File: src/rtl/simon_pkg.sv
// Shared types and helpers for the Simon game datapath.
// Colour codes, LED/address widths and the receiver state encoding.
package simon_pkg;

    typedef enum logic [1:0] {
        RED    = 2'd0,
        GREEN  = 2'd1,
        BLUE   = 2'd2,
        YELLOW = 2'd3
    } colour_t;

    localparam int LED_W  = 10;
    localparam int ADDR_W = 4;

    typedef enum logic [2:0] {
        IDLE,
        REL,
        WAIT,
        DEB,
        FETCH,
        CHECK,
        FIN
    } rx_state_t;

    function automatic colour_t onehot_to_colour(input logic [3:0] v);
        colour_t c;
        case (v)
            4'b0010: c = GREEN;
            4'b0100: c = BLUE;
            4'b1000: c = YELLOW;
            default: c = RED;
        endcase
        return c;
    endfunction

    function automatic logic [LED_W-1:0] colour_led(input colour_t c);
        return {{(LED_W-1){1'b0}}, 1'b1} << c;
    endfunction

endpackage

File: src/rtl/stable_timer.sv
// Counts consecutive cycles that a condition holds; expired once it has held N cycles.
// Any cycle without the condition, or a clear, restarts the count. Saturates at N-1.
module stable_timer #(
    parameter longint N  = 2,
    parameter int     CW = 2
) (
    input  logic clk,
    input  logic reset,
    input  logic clear,
    input  logic hold,
    output logic expired
);

    localparam logic [CW-1:0] LAST = CW'(N - 1);

    logic [CW-1:0] cnt;

    assign expired = hold && (cnt == LAST);

    always_ff @(posedge clk) begin
        if (reset || clear || !hold) begin
            cnt <= '0;
        end else if (cnt != LAST) begin
            cnt <= cnt + CW'(1);
        end
    end

endmodule

File: src/rtl/player_sequence_rx.sv
// Player input receiver: debounces button presses, compares each against the stored
// colour for the current step and reports pass/timeout for the round.
module player_sequence_rx
    import simon_pkg::*;
#(
    parameter int ms          = 1_000_000,
    parameter int DEBOUNCE_MS = 10,
    parameter int TIMEOUT_MS  = 5000
) (
    input  logic              clk,
    input  logic              reset,
    input  logic              start,
    input  logic [3:0]        level,
    input  logic [3:0]        sw,
    output logic [ADDR_W-1:0] mem_addr,
    input  logic [1:0]        mem_data,
    output logic [LED_W-1:0]  led,
    output logic              busy,
    output logic              done,
    output logic              pass,
    output logic              timeout
);

    localparam longint DB_CYC = longint'(DEBOUNCE_MS) * longint'(ms);
    localparam longint TO_CYC = longint'(TIMEOUT_MS) * longint'(ms);
    localparam int     CW     = $clog2(TO_CYC + 1);
    localparam logic [CW-1:0] TO_LAST = CW'(TO_CYC - 1);

    rx_state_t         state;
    logic [3:0]        level_q;
    logic [3:0]        step;
    colour_t           code;
    logic [3:0]        code_oh;
    logic [CW-1:0]     tcnt;
    logic              capturing;
    logic              sw_onehot;
    logic              tmr_clear;
    logic              tmr_hold;
    logic              stable;
    logic              tmo_hit;

    always_comb begin
        capturing = (state == REL) || (state == WAIT) || (state == DEB);
        sw_onehot = (sw != 4'd0) && ((sw & (sw - 4'd1)) == 4'd0);
        // The debounce timer only runs in REL (waiting for release) and DEB (press held);
        // every other state clears it so each phase starts counting from zero.
        tmr_clear = !((state == REL) || (state == DEB));
        tmr_hold  = (state == REL) ? (sw == 4'd0) : (sw == code_oh);
        tmo_hit   = (tcnt == TO_LAST);
    end

    stable_timer #(
        .N  (DB_CYC),
        .CW (CW)
    ) u_debounce (
        .clk     (clk),
        .reset   (reset),
        .clear   (tmr_clear),
        .hold    (tmr_hold),
        .expired (stable)
    );

    always_ff @(posedge clk) begin
        if (reset) begin
            state    <= IDLE;
            mem_addr <= '0;
            led      <= '0;
            busy     <= 1'b0;
            done     <= 1'b0;
            pass     <= 1'b0;
            timeout  <= 1'b0;
            level_q  <= '0;
            step     <= '0;
            code     <= RED;
            code_oh  <= '0;
            tcnt     <= '0;
        end else begin
            done <= 1'b0;
            // The inter-entry timer has priority over anything seen on sw this cycle.
            if (capturing && tmo_hit) begin
                pass    <= 1'b0;
                timeout <= 1'b1;
                done    <= 1'b1;
                busy    <= 1'b0;
                led     <= '0;
                state   <= FIN;
            end else begin
                if (capturing) begin
                    tcnt <= tcnt + CW'(1);
                end
                case (state)
                    IDLE: begin
                        if (start) begin
                            level_q  <= level;
                            step     <= '0;
                            mem_addr <= '0;
                            pass     <= 1'b0;
                            timeout  <= 1'b0;
                            tcnt     <= '0;
                            led      <= '0;
                            busy     <= 1'b1;
                            state    <= REL;
                        end
                    end
                    REL: begin
                        if (stable) begin
                            led   <= '0;
                            state <= WAIT;
                        end
                    end
                    WAIT: begin
                        if (sw_onehot) begin
                            code    <= onehot_to_colour(sw);
                            code_oh <= sw;
                            state   <= DEB;
                        end
                    end
                    DEB: begin
                        if (sw != code_oh) begin
                            state <= WAIT;
                        end else if (stable) begin
                            mem_addr <= step;
                            led      <= colour_led(code);
                            state    <= FETCH;
                        end
                    end
                    FETCH: begin
                        state <= CHECK;
                    end
                    CHECK: begin
                        if (code != colour_t'(mem_data)) begin
                            pass  <= 1'b0;
                            done  <= 1'b1;
                            busy  <= 1'b0;
                            led   <= '0;
                            state <= FIN;
                        end else if (step == level_q) begin
                            pass  <= 1'b1;
                            done  <= 1'b1;
                            busy  <= 1'b0;
                            led   <= '0;
                            state <= FIN;
                        end else begin
                            step  <= step + 4'd1;
                            tcnt  <= '0;
                            state <= REL;
                        end
                    end
                    FIN: begin
                        state <= IDLE;
                    end
                    default: begin
                        state <= IDLE;
                    end
                endcase
            end
        end
    end

endmodule

File: config.mk
export PLATFORM = sky130hd
export DESIGN_NAME = player_sequence_rx
export DESIGN_NICKNAME = d
export VERILOG_FILES = /design/src/rtl/simon_pkg.sv /design/src/rtl/stable_timer.sv /design/src/rtl/player_sequence_rx.sv
export SDC_FILE = /design/constraint.sdc
export NUM_CORES = 1
export LEC_CHECK = 0
export BUFFER_PORTS_ARGS = -buffer_cell sky130_fd_sc_hd__buf_2
export CORE_ASPECT_RATIO = 0.5
export CORE_MARGIN = 4
export CORE_UTILIZATION = 60
export DETAILED_ROUTE_END_ITERATION = 7
export PLACE_DENSITY = 0.79
export REMOVE_ABC_BUFFERS = 1
export SYNTH_ARGS = -nofsm -noshare
export SYNTH_HDL_FRONTEND = slang
export SYNTH_HIERARCHICAL = 1
export SYNTH_SLANG_ARGS = --single-unit
File: constraint.sdc
create_clock -name clk -period 6.6 [get_ports clk]
set_clock_uncertainty 0.05 [all_clocks]
set_input_delay 0.33 -clock clk [delete_from_list [all_inputs] [get_ports clk]]
set_output_delay 0.33 -clock clk [all_outputs]
set_load 0.03 [all_outputs]
Word-level counts from Yosys, hierarchy flattened
Cells that the tools add are included.

storage, ports and cells
  input bits = 13
  logic and storage cells = 122
  register bits = 101

operators by class
  add/subtract/negate cells = 4
  equality and inequality tests = 28
  bitwise operators = 2
  shift-type cells = 1
  multiplexer cells = 44
  reduce and logical (&&, ||, !) cells = 29

operators with widths
  operator               number
  $mux 33                4
  $add 33x1->33 const B  2
  $pmux 33 s2            1
  $mux 10                6
  $pmux 10 s4            1
  $eq 33x24->1 const B   1
  $eq 33x33->1 const B   1
  $ne 33x24->1 const B   1
  $mux 3                 8
  $mux 4                 5
  $pmux 3 s6             1
  $pmux 4 s2             2
  $ne 2x2->1 const B     7
  $mux 1                 13
  $reduce_and 5->1       2
  $shl 1x2->10 const A   1
  $ne 3x2->1 const B     3
  $reduce_and 3->1       3
  $eq 4x4->1             2
  $logic_not 4->1        2
  $reduce_and 4->1       2
  $reduce_bool 2->1      4
  $reduce_bool 4->1      2
  $eq 3x2->1 const B     2
  other kinds (22)       32

Longest topological paths before layout
Gate-level depths: netlist of the first run.

  depth after elaboration = 7
  mapped depth = 12
  gate-level depth less buffers = 11

Cells and area by module
The synthesis of the first run kept the hierarchy.

modules (own cells, without submodules)
  module              times used  cells an instance  area each (um2)  seq. area each (um2)
  player_sequence_rx  1           395                3260.6           1241.2
  stable_timer        1           227                1868.0           660.6

Worst setup path after synthesis of the first run
No wires, ideal clock.

  path kind = input to register
  start point = input port sw[1]
  end point = register u_debounce.cnt[7]
  buffers on the path = 1
  setup time = 74 ps
  slack = 4230 ps
  arrival = 2246 ps
  stages on the path = 9
  path through = clkbuf_1 > xnor2_1 > nand4_1 > nor2_1 > a31o_2 > inv_1 > or3_1 > or4_1 > o21ai_0

on the way
  word-level cells in the longest chain between the ends = 4
  elaborated cells between the ends (all ways) = 5

RTL lines
  what                                                  line                      RTL
  start: declaration                                    player_sequence_rx.sv:14  input logic [3:0] sw,
  $eq 4x4->1 / $logic_not 4->1 (equally long branches)  player_sequence_rx.sv:48  tmr_hold = (state == REL) ? (sw == 4'd0) : (sw == code_oh);
  $mux 1 *                                              player_sequence_rx.sv:48
  via tmr_hold                                          player_sequence_rx.sv:38  logic tmr_hold;
  $logic_not 1->1 *                                     stable_timer.sv:21        if (reset || clear || !hold) begin
  $logic_or 1x1->1 *                                    stable_timer.sv:21
  end signal: assignment                                stable_timer.sv:24        cnt <= cnt + CW'(1);
  end: declaration                                      stable_timer.sv:16        logic [CW-1:0] cnt;

The timed path passes the listed nets; every way through them passes the cells marked *.
A chain may end at the register's enable or synchronous reset.

Worst setup path in the final report of the first run
  start point = register state[0]
  end point = register led[1]

on the way
  word-level cells in the longest chain between the ends = 5
  elaborated cells between the ends (all ways) = 19

RTL lines
  what                                 line                       RTL
  start: declaration                   player_sequence_rx.sv:29   rx_state_t state;
  start signal: assignment             player_sequence_rx.sv:65   state <= IDLE;
  start signal: assignment             player_sequence_rx.sv:86   state <= FIN;
  start signal: assignment             player_sequence_rx.sv:102  state <= REL;
  $eq 3x1->1 *                         player_sequence_rx.sv:48
  $mux 1 *                             player_sequence_rx.sv:48
  via tmr_hold                         player_sequence_rx.sv:38
  $logic_and 1x1->1 *                  stable_timer.sv:18         assign expired = hold && (cnt == LAST);
  via stable                           player_sequence_rx.sv:39   logic stable;
  $ne 2x2->1 (no source line)          -
  $reduce_and 6->1 (no source line) *  -
  end signal: assignment               player_sequence_rx.sv:123  led <= colour_led(code);
  end: declaration                     player_sequence_rx.sv:17   output logic [LED_W-1:0] led,

Marked as above.

==> results of run 1 <==
cell usage after synthesis (8+ instances only):
cell,instances
sky130_fd_sc_hd__and4_1,9
sky130_fd_sc_hd__and3_1,15
sky130_fd_sc_hd__inv_1,15
sky130_fd_sc_hd__nand3_1,40
sky130_fd_sc_hd__nor4_1,29
sky130_fd_sc_hd__or4_1,13
sky130_fd_sc_hd__nor2_1,49
sky130_fd_sc_hd__dfxtp_1,95
sky130_fd_sc_hd__nand2_1,42
sky130_fd_sc_hd__buf_4,8
sky130_fd_sc_hd__a21oi_1,43
sky130_fd_sc_hd__xor2_1,9
sky130_fd_sc_hd__nor3_1,13
sky130_fd_sc_hd__o21ai_0,22
sky130_fd_sc_hd__clkbuf_1,21
sky130_fd_sc_hd__o31ai_1,11
sky130_fd_sc_hd__or3_1,17
sky130_fd_sc_hd__xnor2_1,33
sky130_fd_sc_hd__nand4_1,23
cell type report:
| type | count | area [µm²] | share of cell area, % |
|---|---|---|---|
| Sequential cell | 95 | 1900 | 34.9 |
| Clock buffer | 14 | 284 | 5.21 |
| Inverter | 16 | 60.1 | 1.10 |
| Timing Repair Buffer | 26 | 135 | 2.48 |
| Tap cell | 112 | 140 | 2.57 |
| Multi-Input combinational cell | 473 | 2930 | 53.8 |
registers in the layout, summed over array words and instances (netlist names), 2 cells and up:
signal	flops
step	4
mem_addr	4
u_debounce/cnt	33
led	4
code	2
level_q	4
code_oh	4
tcnt	33
state	3
worst paths after layout:
kind                               from                      end  slack, ps  cells after the start
setup / recovery  state[0]$_SDFFE_PP0P_      led[1]$_SDFFE_PP0P_       4010                     10
setup reg to reg  state[0]$_SDFFE_PP0P_      led[1]$_SDFFE_PP0P_       4010                     10
hold / removal                 level[0]  level_q[0]$_SDFFE_PP0P_        180                      3
hold reg to reg     led[2]$_SDFFE_PP0P_      led[2]$_SDFFE_PP0P_        410                      1
cell families after synthesis:
family | count (synthesis) | synth area share (%)
AO/OA/AOI/OAI | 130 | 16.3
XOR/XNOR | 42 | 7.17
adder cells (fa/ha/maj) | 3 | 0.732
buffers and inverters | 59 | 6.07
flip-flops | 95 | 37.1
multiplexers | 1 | 0.195
other | 1 | 0.0731
AND/OR/NAND/NOR | 291 | 32.3
routing by layer:
layer  track usage (%)  up-vias  share of wire [%]  routed length [µm]
met3              5.53       19                3.9                 441
met5                 0        -                  0                   0
met2              38.8       99                 47                5360
met4              8.79        0                2.1                 242
li1                  -     2308                  -                   -
met1              28.7     2214                 46                5240
where the power goes:
part / leakage, nW / switching [mW] / internal, mW
Clock: 0.141 / 0.203 / 0.293
Combinational: 0.770 / 0.128 / 0.0707
Sequential: 0.766 / 0.0341 / 0.593
critical path, cell delays in order, from the launching register on:
cell and delay, ps:
sky130_fd_sc_hd__dfxtp_1 610, sky130_fd_sc_hd__nand2_1 180, sky130_fd_sc_hd__nor2_1 150, sky130_fd_sc_hd__nor2_1 50, sky130_fd_sc_hd__a31o_2 220, sky130_fd_sc_hd__inv_1 60, sky130_fd_sc_hd__nor2_1 100, sky130_fd_sc_hd__a221oi_1 320
sky130_fd_sc_hd__a221oi_1 80, sky130_fd_sc_hd__a211oi_1 520, sky130_fd_sc_hd__o2bb2ai_1 180
==> impl_results.rst, run 1 <==
.. list-table::
   :header-rows: 1

   * - Metric
     - Value
   * - Post-placement cell area
     - 5170 µm²
   * - Post-synth cell types
     - 72
   * - Residual DRC count
     - 0
   * - Final Worst Setup Slack
     - 4010 ps
   * - Num CTS Buffers
     - 9
   * - Share of Yosys cell area claimed by the top area cell type
     - 37.1%
   * - Hold slack
     - 181 ps
   * - Detail Placement HPWL
     - 7.84 mm
   * - Sinks on Clock Net
     - 95
   * - Post-layout utilization of the core
     - 67.0%
   * - Slew HR
     - 33.8%
   * - Ys Warns
     - 6
   * - Part of the Yosys area used for sequential elements
     - 37.1%
   * - Violation count after the first detailed-route iteration
     - 253
   * - Total negative slack
     - 0 ps
   * - RD Place Congestion
     - 0.908
   * - Placement row count
     - 23
   * - Starting Density
     - 63.0%
   * - Commonest cells after routing, fill and taps aside
     - sky130_fd_sc_hd__dfxtp_1, sky130_fd_sc_hd__nor2_1, sky130_fd_sc_hd__a21oi_1
   * - Post-Place Cells
     - 722
   * - Number of buffers added to fix hold violations after cts
     - 0
   * - Slew @ Worst Pin
     - 993 ps
   * - Post-cts resize count
     - 0
   * - Final nets
     - 637
   * - Fillcell total
     - 681
   * - Power density cells
     - 242 nW/µm²
   * - Final critical-path share of the clock period
     - 39.2%
   * - Post-route cell area
     - 5460 µm²
   * - Main area contributors after synthesis
     - sky130_fd_sc_hd__dfxtp_1, sky130_fd_sc_hd__xnor2_1, sky130_fd_sc_hd__a21oi_1, sky130_fd_sc_hd__nand3_1, sky130_fd_sc_hd__nor2_1
   * - Total wirelength of the detailed-routed design
     - 11.3 mm
   * - Endpoint type of the worst setup path
     - register
   * - Clock latency on the worst-skew pair
     - 340 ps
   * - Commonest non-fill, non-tap cell in the layout
     - sky130_fd_sc_hd__dfxtp_1
   * - Setup slack after placement
     - 3910 ps
   * - Highest ir drop seen on vdd
     - 0.154 mV
   * - CTS Root Buffer Type
     - sky130_fd_sc_hd__clkbuf_16
   * - PnR Total Power
     - 1.32 mW
   * - Count of flip-flops with a built-in enable after synthesis
     - 0
   * - Routed via count divided by cell count
     - 6.30
   * - Final number of setup-violating endpoints
     - 0
   * - Critical path startpoint category
     - register
   * - Cell Count, Final, Fillers Out
     - 736
   * - Chip width
     - 139 µm
   * - Count of maximum capacitance violations
     - 0
   * - Primary flip-flop cell chosen by synthesis mapping
     - sky130_fd_sc_hd__dfxtp_1
   * - H-tree level count
     - 3
   * - Final max-slew violation count
     - 0
   * - CP arrival
     - 2800 ps
   * - Fraction of final layout cells sized beyond drive strength 1
     - 9.62%
   * - Height of the die
     - 73.4 µm
   * - Overflow left after global routing
     - 0
   * - Hold Violations, Final
     - 0
   * - Via count
     - 4640
   * - Synth Instances
     - 622
   * - Wire length of the first global-routing pass
     - 19.3 mm
   * - Maximum fanout count along the critical path
     - 16
   * - Synth Area per Inst
     - 8.25 µm²
   * - Type of the worst setup path
     - reg2reg
   * - Asr flop ratio synth
     - 0%
   * - DRT antenna net count
     - 0
   * - Via count of the first global-routing pass
     - 4166
   * - Number of post-CTS setup repair buffers
     - 0
   * - Core Footprint
     - 8140 µm²
   * - Maximum buffer depth of the clock tree
     - 2
   * - GRT Util Overall
     - 22.8%
   * - Port-buffer cells
     - 24
   * - First-pass iteration count of the detailed router
     - 4
   * - Highest Clock Rate
     - 386 MHz
   * - HP Class
     - in2reg
   * - Dominant cell type by area after synthesis
     - sky130_fd_sc_hd__dfxtp_1
   * - Req. time, crit path
     - 6810 ps
   * - Cell area after synthesis
     - 5130 µm²
   * - Count of state elements after synthesis
     - 95
   * - Maximum number of pins on one net before global-route repair
     - 32
   * - Per-cell routed wire length
     - 15.3 µm
   * - CTS clock-pin slew for the worst setup and hold paths
     - 60 ps
   * - Floorplan die area
     - 10200 µm²
   * - Antenna violations before repair
     - 0
   * - Diode count
     - 0
   * - Total I/O pin count
     - 31
   * - Post-route minimum period
     - 2590 ps
   * - Unrepaired setup endpoints after global routing
     - no
   * - Layout overhead on the synthesized area
     - 6.37%
   * - CTS tree
     - yes
   * - Lkg Pwr
     - 1.68 nW
   * - Run status
     - finished clean
Power figures use the tool's default switching activity.
==> run 2: changes to the inputs <==
==> constraint.sdc (replaced) <==
create_clock -name clk -period 2.5 [get_ports clk]
set_clock_uncertainty 0.05 [all_clocks]
set_input_delay 0.125 -clock clk [delete_from_list [all_inputs] [get_ports clk]]
set_output_delay 0.125 -clock clk [all_outputs]
set_load 0.03 [all_outputs]
==> impl_results.rst, run 2 (synthesis results as in run 1) <==
.. list-table::
   :header-rows: 1

   * - Metric
     - Value
   * - Commonest non-fill, non-tap cell in the layout
     - sky130_fd_sc_hd__dfxtp_1
   * - RD Place Congestion
     - 0.924
   * - Diode count
     - 0
   * - Run status
     - finished clean
   * - Core Footprint
     - 8140 µm²
   * - CTS clock-pin slew for the worst setup and hold paths
     - 60 ps
   * - Wire length of the first global-routing pass
     - 20.6 mm
   * - Final number of setup-violating endpoints
     - 0
   * - Antenna violations before repair
     - 0
   * - Final max-slew violation count
     - 0
   * - Count of maximum capacitance violations
     - 0
   * - CTS Root Buffer Type
     - sky130_fd_sc_hd__clkbuf_16
   * - Via count of the first global-routing pass
     - 4451
   * - Final critical-path share of the clock period
     - 93.3%
   * - Total wirelength of the detailed-routed design
     - 12.3 mm
   * - Fraction of final layout cells sized beyond drive strength 1
     - 13.9%
   * - Lkg Pwr
     - 1.87 nW
   * - Commonest cells after routing, fill and taps aside
     - sky130_fd_sc_hd__dfxtp_1, sky130_fd_sc_hd__nor2_1, sky130_fd_sc_hd__a21oi_1
   * - CP arrival
     - 2570 ps
   * - Highest Clock Rate
     - 429 MHz
   * - Port-buffer cells
     - 24
   * - Type of the worst setup path
     - reg2reg
   * - GRT Util Overall
     - 24.5%
   * - Post-layout utilization of the core
     - 70.8%
   * - Layout overhead on the synthesized area
     - 12.5%
   * - Violation count after the first detailed-route iteration
     - 324
   * - Highest ir drop seen on vdd
     - 0.449 mV
   * - DRT antenna net count
     - 0
   * - Per-cell routed wire length
     - 15.9 µm
   * - Slew HR
     - 49.2%
   * - Final nets
     - 672
   * - Post-route minimum period
     - 2330 ps
   * - Unrepaired setup endpoints after global routing
     - no
   * - First-pass iteration count of the detailed router
     - 5
   * - Num CTS Buffers
     - 9
   * - Routed via count divided by cell count
     - 6.27
   * - Via count
     - 4847
   * - Placement row count
     - 23
   * - Sinks on Clock Net
     - 95
   * - Residual DRC count
     - 0
   * - Registers with the highest flip-flop counts
     - tcnt x33, u_debounce/cnt x33
   * - Power density cells
     - 645 nW/µm²
   * - Hold Violations, Final
     - 0
   * - Starting Density
     - 63.0%
   * - Total I/O pin count
     - 31
   * - Post-cts resize count
     - 0
   * - HP Class
     - in2reg
   * - Overflow left after global routing
     - 0
   * - H-tree level count
     - 3
   * - Maximum number of pins on one net before global-route repair
     - 31
   * - Slew @ Worst Pin
     - 756 ps
   * - Total negative slack
     - 0 ps
   * - Detail Placement HPWL
     - 8.52 mm
   * - Chip width
     - 139 µm
   * - CTS tree
     - yes
   * - Critical path startpoint category
     - register
   * - Endpoint type of the worst setup path
     - register
   * - Floorplan die area
     - 10200 µm²
   * - Height of the die
     - 73.4 µm
   * - Maximum buffer depth of the clock tree
     - 2
   * - Clock latency on the worst-skew pair
     - 340 ps
   * - Maximum fanout count along the critical path
     - 11
   * - Fillcell total
     - 673
   * - Req. time, crit path
     - 2740 ps
==> run 2: cell count changes in the layout (fill, tap and decap cells not counted) <==
cell,previous run,this run
sky130_fd_sc_hd__clkbuf_1,1,2
sky130_fd_sc_hd__clkbuf_8,4,2
sky130_fd_sc_hd__dlygate4sd3_1,0,4
sky130_fd_sc_hd__buf_4,2,33
sky130_fd_sc_hd__bufinv_16,0,2
sky130_fd_sc_hd__clkinv_2,0,1
==> run 2: worst paths after layout <==
path | startpoint | end | slack, ps | cells past startpoint
setup reg to reg | state[0]$_SDFFE_PP0P_ | mem_addr[0]$_SDFFE_PP0P_ | 170 | 6
hold / removal | reset | code_oh[3]$_SDFFE_PP0P_ | 30 | 2
setup / recovery | state[0]$_SDFFE_PP0P_ | mem_addr[0]$_SDFFE_PP0P_ | 170 | 6
hold reg to reg | led[3]$_SDFFE_PP0P_ | led[3]$_SDFFE_PP0P_ | 410 | 1
==> run 2: area by class of cell <==
cell class / instances / area (µm²) / area share, %
multi-input cells: 473 / 2930 / 50.9
flip-flops and latches: 95 / 1900 / 33.0
repair buffers: 61 / 408 / 7.07
clock buffers: 13 / 260 / 4.51
well taps: 112 / 140 / 2.43
clock inverters: 3 / 65.1 / 1.13
inverters: 16 / 60.1 / 1.04
==> run 2: repair_timing <==
item / CTS / global route
setup buffers: 0 / 0
hold endpoints to repair: 4 / 0
hold buffers: 4 / 0
setup endpoints to repair: 0 / 0
==> run 2: worst max-delay path: stages, from the launching register on <==
cell                      delay [ps]
sky130_fd_sc_hd__dfxtp_1         400
sky130_fd_sc_hd__buf_4           210
sky130_fd_sc_hd__o21ba_2         300
sky130_fd_sc_hd__nand3_2         180
sky130_fd_sc_hd__or4b_1          680
sky130_fd_sc_hd__a21oi_2         280
sky130_fd_sc_hd__a22o_1          170
==> run 2: metrics by stage <==
| step | setup WS [ps] | cells | power, mW | hold slack, ps | instance area, µm² |
|---|---|---|---|---|---|
| finish | 169 | 773 | 3.72 | 31.5 | 5770 |
| global route | 4.61 | 773 | 3.87 | 41.3 | 5770 |
| detailed placement | 220 | 753 | 2.26 | 320 | 5400 |
| global placement | 225 | 753 | 2.25 | 318 | 5400 |
| floorplan | 57.7 | 584 | 2.06 | 144 | 4900 |
| CTS | 199 | 773 | 3.73 | 26.0 | 5770 |
==> run 2: report_power, final <==
group          internal, mW  leakage, nW  switching [mW]
Combinational         0.230        0.939           0.385
Clock                 0.930        0.160           0.548
Sequential             1.57        0.766          0.0618
Total                  2.73         1.87           0.995
==> run 2: metal layers <==
metal	track usage (%)	routed length, µm
met5	0	0
met4	10.8	348
met3	5.85	730
met2	42.6	5780
met1	29.5	5460
==> run 3: changes to the inputs <==
--- a/config.mk
+++ b/config.mk
@@ -10,7 +10,7 @@
 export CORE_MARGIN = 4
 export CORE_UTILIZATION = 60
 export DETAILED_ROUTE_END_ITERATION = 7
-export PLACE_DENSITY = 0.79
+export PLACE_DENSITY = 0.87
 export REMOVE_ABC_BUFFERS = 1
 export SYNTH_ARGS = -nofsm -noshare
 export SYNTH_HDL_FRONTEND = slang
==> impl_results.rst, run 3 (synthesis results as in run 1) <==
.. list-table::
   :header-rows: 1

   * - Metric
     - Value
   * - Antenna violations before repair
     - 0
   * - Lkg Pwr
     - 1.85 nW
   * - Routed via count divided by cell count
     - 6.45
   * - GRT Util Overall
     - 25.0%
   * - Total I/O pin count
     - 31
   * - Count of maximum capacitance violations
     - 0
   * - Multi-input logic area
     - 2970 µm²
   * - Final number of setup-violating endpoints
     - 0
   * - CTS clock-pin slew for the worst setup and hold paths
     - 70 ps
   * - Hold Violations, Final
     - 0
   * - Detail Placement HPWL
     - 8.77 mm
   * - Final max-slew violation count
     - 0
   * - Maximum number of pins on one net before global-route repair
     - 31
   * - Post-route minimum period
     - 2280 ps
   * - CP arrival
     - 2510 ps
   * - Worst flop-to-flop path endpoint
     - u_debounce/cnt[24]$_SDFFE_PP0P_
   * - Fillcell total
     - 614
   * - Total negative slack
     - 0 ps
   * - DRT antenna net count
     - 0
   * - Num CTS Buffers
     - 9
   * - Hold path cells
     - 3
   * - HP Class
     - in2reg
   * - Most frequent CP cell
     - sky130_fd_sc_hd__or4_1
   * - Critical path startpoint category
     - register
   * - Req. time, crit path
     - 2730 ps
   * - Total wirelength of the detailed-routed design
     - 12.6 mm
   * - CTS Root Buffer Type
     - sky130_fd_sc_hd__clkbuf_16
   * - Core Footprint
     - 8140 µm²
   * - Sinks on Clock Net
     - 95
   * - Clock latency on the worst-skew pair
     - 350 ps
   * - Slew HR
     - 55.3%
   * - Via count of the first global-routing pass
     - 4583
   * - Height of the die
     - 73.4 µm
   * - Highest ir drop seen on vdd
     - 0.407 mV
   * - Violation count after the first detailed-route iteration
     - 399
   * - Maximum buffer depth of the clock tree
     - 2
   * - Run status
     - finished clean
   * - Origin of the critical flop-to-flop path
     - u_debounce/cnt[0]$_SDFFE_PP0P_
   * - Post-route cell area
     - 5770 µm²
   * - Wire length of the first global-routing pass
     - 21.1 mm
   * - CTS tree
     - yes
   * - Crit path largest cell delay
     - 680 ps
   * - First element of the critical path
     - u_debounce/cnt[0]$_SDFFE_PP0P_
   * - Residual DRC count
     - 0
   * - Overflow left after global routing
     - 0
   * - Slew @ Worst Pin
     - 669 ps
   * - End point of the worst hold path
     - code_oh[0]$_SDFFE_PP0P_
   * - Maximum fanout count along the critical path
     - 10
   * - Area taken by flip-flops and latches
     - 1900 µm²
   * - Number of post-CTS setup repair buffers
     - 0
   * - Via count
     - 4952
   * - Commonest non-fill, non-tap cell in the layout
     - sky130_fd_sc_hd__dfxtp_1
   * - Final critical-path share of the clock period
     - 91.2%
   * - Final nets
     - 667
   * - Worst R2R Setup Slack
     - 220 ps
   * - Chain of cells forming the critical path
     - ha_1 > nand4_1 > or4_1 > or4_1 > a21oi_1
   * - Hold slack
     - 47.2 ps
   * - First-pass iteration count of the detailed router
     - 6
   * - Power density cells
     - 652 nW/µm²
   * - Diode count
     - 0
   * - Port-buffer cells
     - 24
   * - Layout overhead on the synthesized area
     - 12.4%
   * - Commonest cells after routing, fill and taps aside
     - sky130_fd_sc_hd__dfxtp_1, sky130_fd_sc_hd__nor2_1, sky130_fd_sc_hd__a21oi_1
   * - Max stage delay cell, worst path
     - sky130_fd_sc_hd__or4_1
   * - RD Place Congestion
     - 0.930
   * - Per-cell routed wire length
     - 16.4 µm
   * - Fraction of final layout cells sized beyond drive strength 1
     - 14.3%
   * - Highest Clock Rate
     - 439 MHz
   * - Chip width
     - 139 µm
   * - Unrepaired setup endpoints after global routing
     - no
   * - Placement row count
     - 23
   * - Endpoint type of the worst setup path
     - register
   * - Starting Density
     - 63.0%
   * - Worst Reg-to-Reg Cells
     - 5
   * - Registers with the highest flip-flop counts
     - tcnt x33, u_debounce/cnt x33
   * - Post-placement cell area
     - 5370 µm²
   * - Floorplan die area
     - 10200 µm²
   * - Beginning of the worst hold path
     - sw[0]
   * - Post-layout utilization of the core
     - 70.8%
   * - Type of the worst setup path
     - reg2reg
   * - H-tree level count
     - 3
run 3: changes by cell type in the layout (fill, tap and decap cells not counted), sizes merged:
cell	delta
clkinvlp	+1
clkbuf	-2
buf	-5
clkinv	+1
run 3: what timing repair did:
action / in CTS / in global routing
hold buffers: 4 / 0
hold endpoints to repair: 4 / 0
resized for setup: 0 / 6
endpoints found under the setup margin: 0 / 4
run 3: worst max-delay path, delay by kind of cell, from the launching register on:
kind,cells,cell delay [ps]
AO/OA/AOI/OAI,1,150
adder cells (fa/ha/maj),1,240
AND/OR/NAND/NOR,3,1360
flip-flops,1,410
run 3: cell type report:
class | count | area share, %
sequential | 95 | 33.0
tap | 112 | 2.43
clock inverter | 5 | 1.41
clock buffer | 11 | 4.21
timing repair buffer | 56 | 6.42
inverter | 16 | 1.04
multi-input combinational | 473 | 51.5
run 3: layer usage:
metal | vias to the layer above | part of all wire, % | global-route usage, %
met5 | - | 0 | 0
met4 | 0 | 1.7 | 9.22
met3 | 25 | 6.5 | 5.72
met2 | 200 | 48 | 44.7
met1 | 2344 | 43 | 30.3
li1 | 2383 | - | -
run 3: metrics by stage:
| stage | setup WS (ps) | power, mW | instances |
|---|---|---|---|
| floorplan | 57.7 | 2.06 | 584 |
| global placement | 293 | 2.24 | 748 |
| detailed placement | 212 | 2.26 | 748 |
| CTS | 164 | 3.75 | 768 |
| global route | 4.79 | 3.90 | 768 |
| finish | 220 | 3.76 | 768 |
run 3: worst max-delay path by stage:
stage / end
4_1_cts: led[0]$_SDFFE_PP0P_
6_report: u_debounce/cnt[24]$_SDFFE_PP0P_
2_1_floorplan: u_debounce/cnt[7]$_SDFFE_PP0P_
5_1_grt: mem_addr[2]$_SDFFE_PP0P_
3_3_place_gp: u_debounce/cnt[32]$_SDFFE_PP0P_
3_5_place_dp: led[0]$_SDFFE_PP0P_
run 3: report_power, final:
group / leakage, nW / total, mW / switching [mW] / internal, mW
Combinational: 0.925 / 0.643 / 0.408 / 0.235
Sequential: 0.766 / 1.62 / 0.0532 / 1.57
Clock: 0.156 / 1.50 / 0.593 / 0.904
Total: 1.85 / 3.76 / 1.05 / 2.70
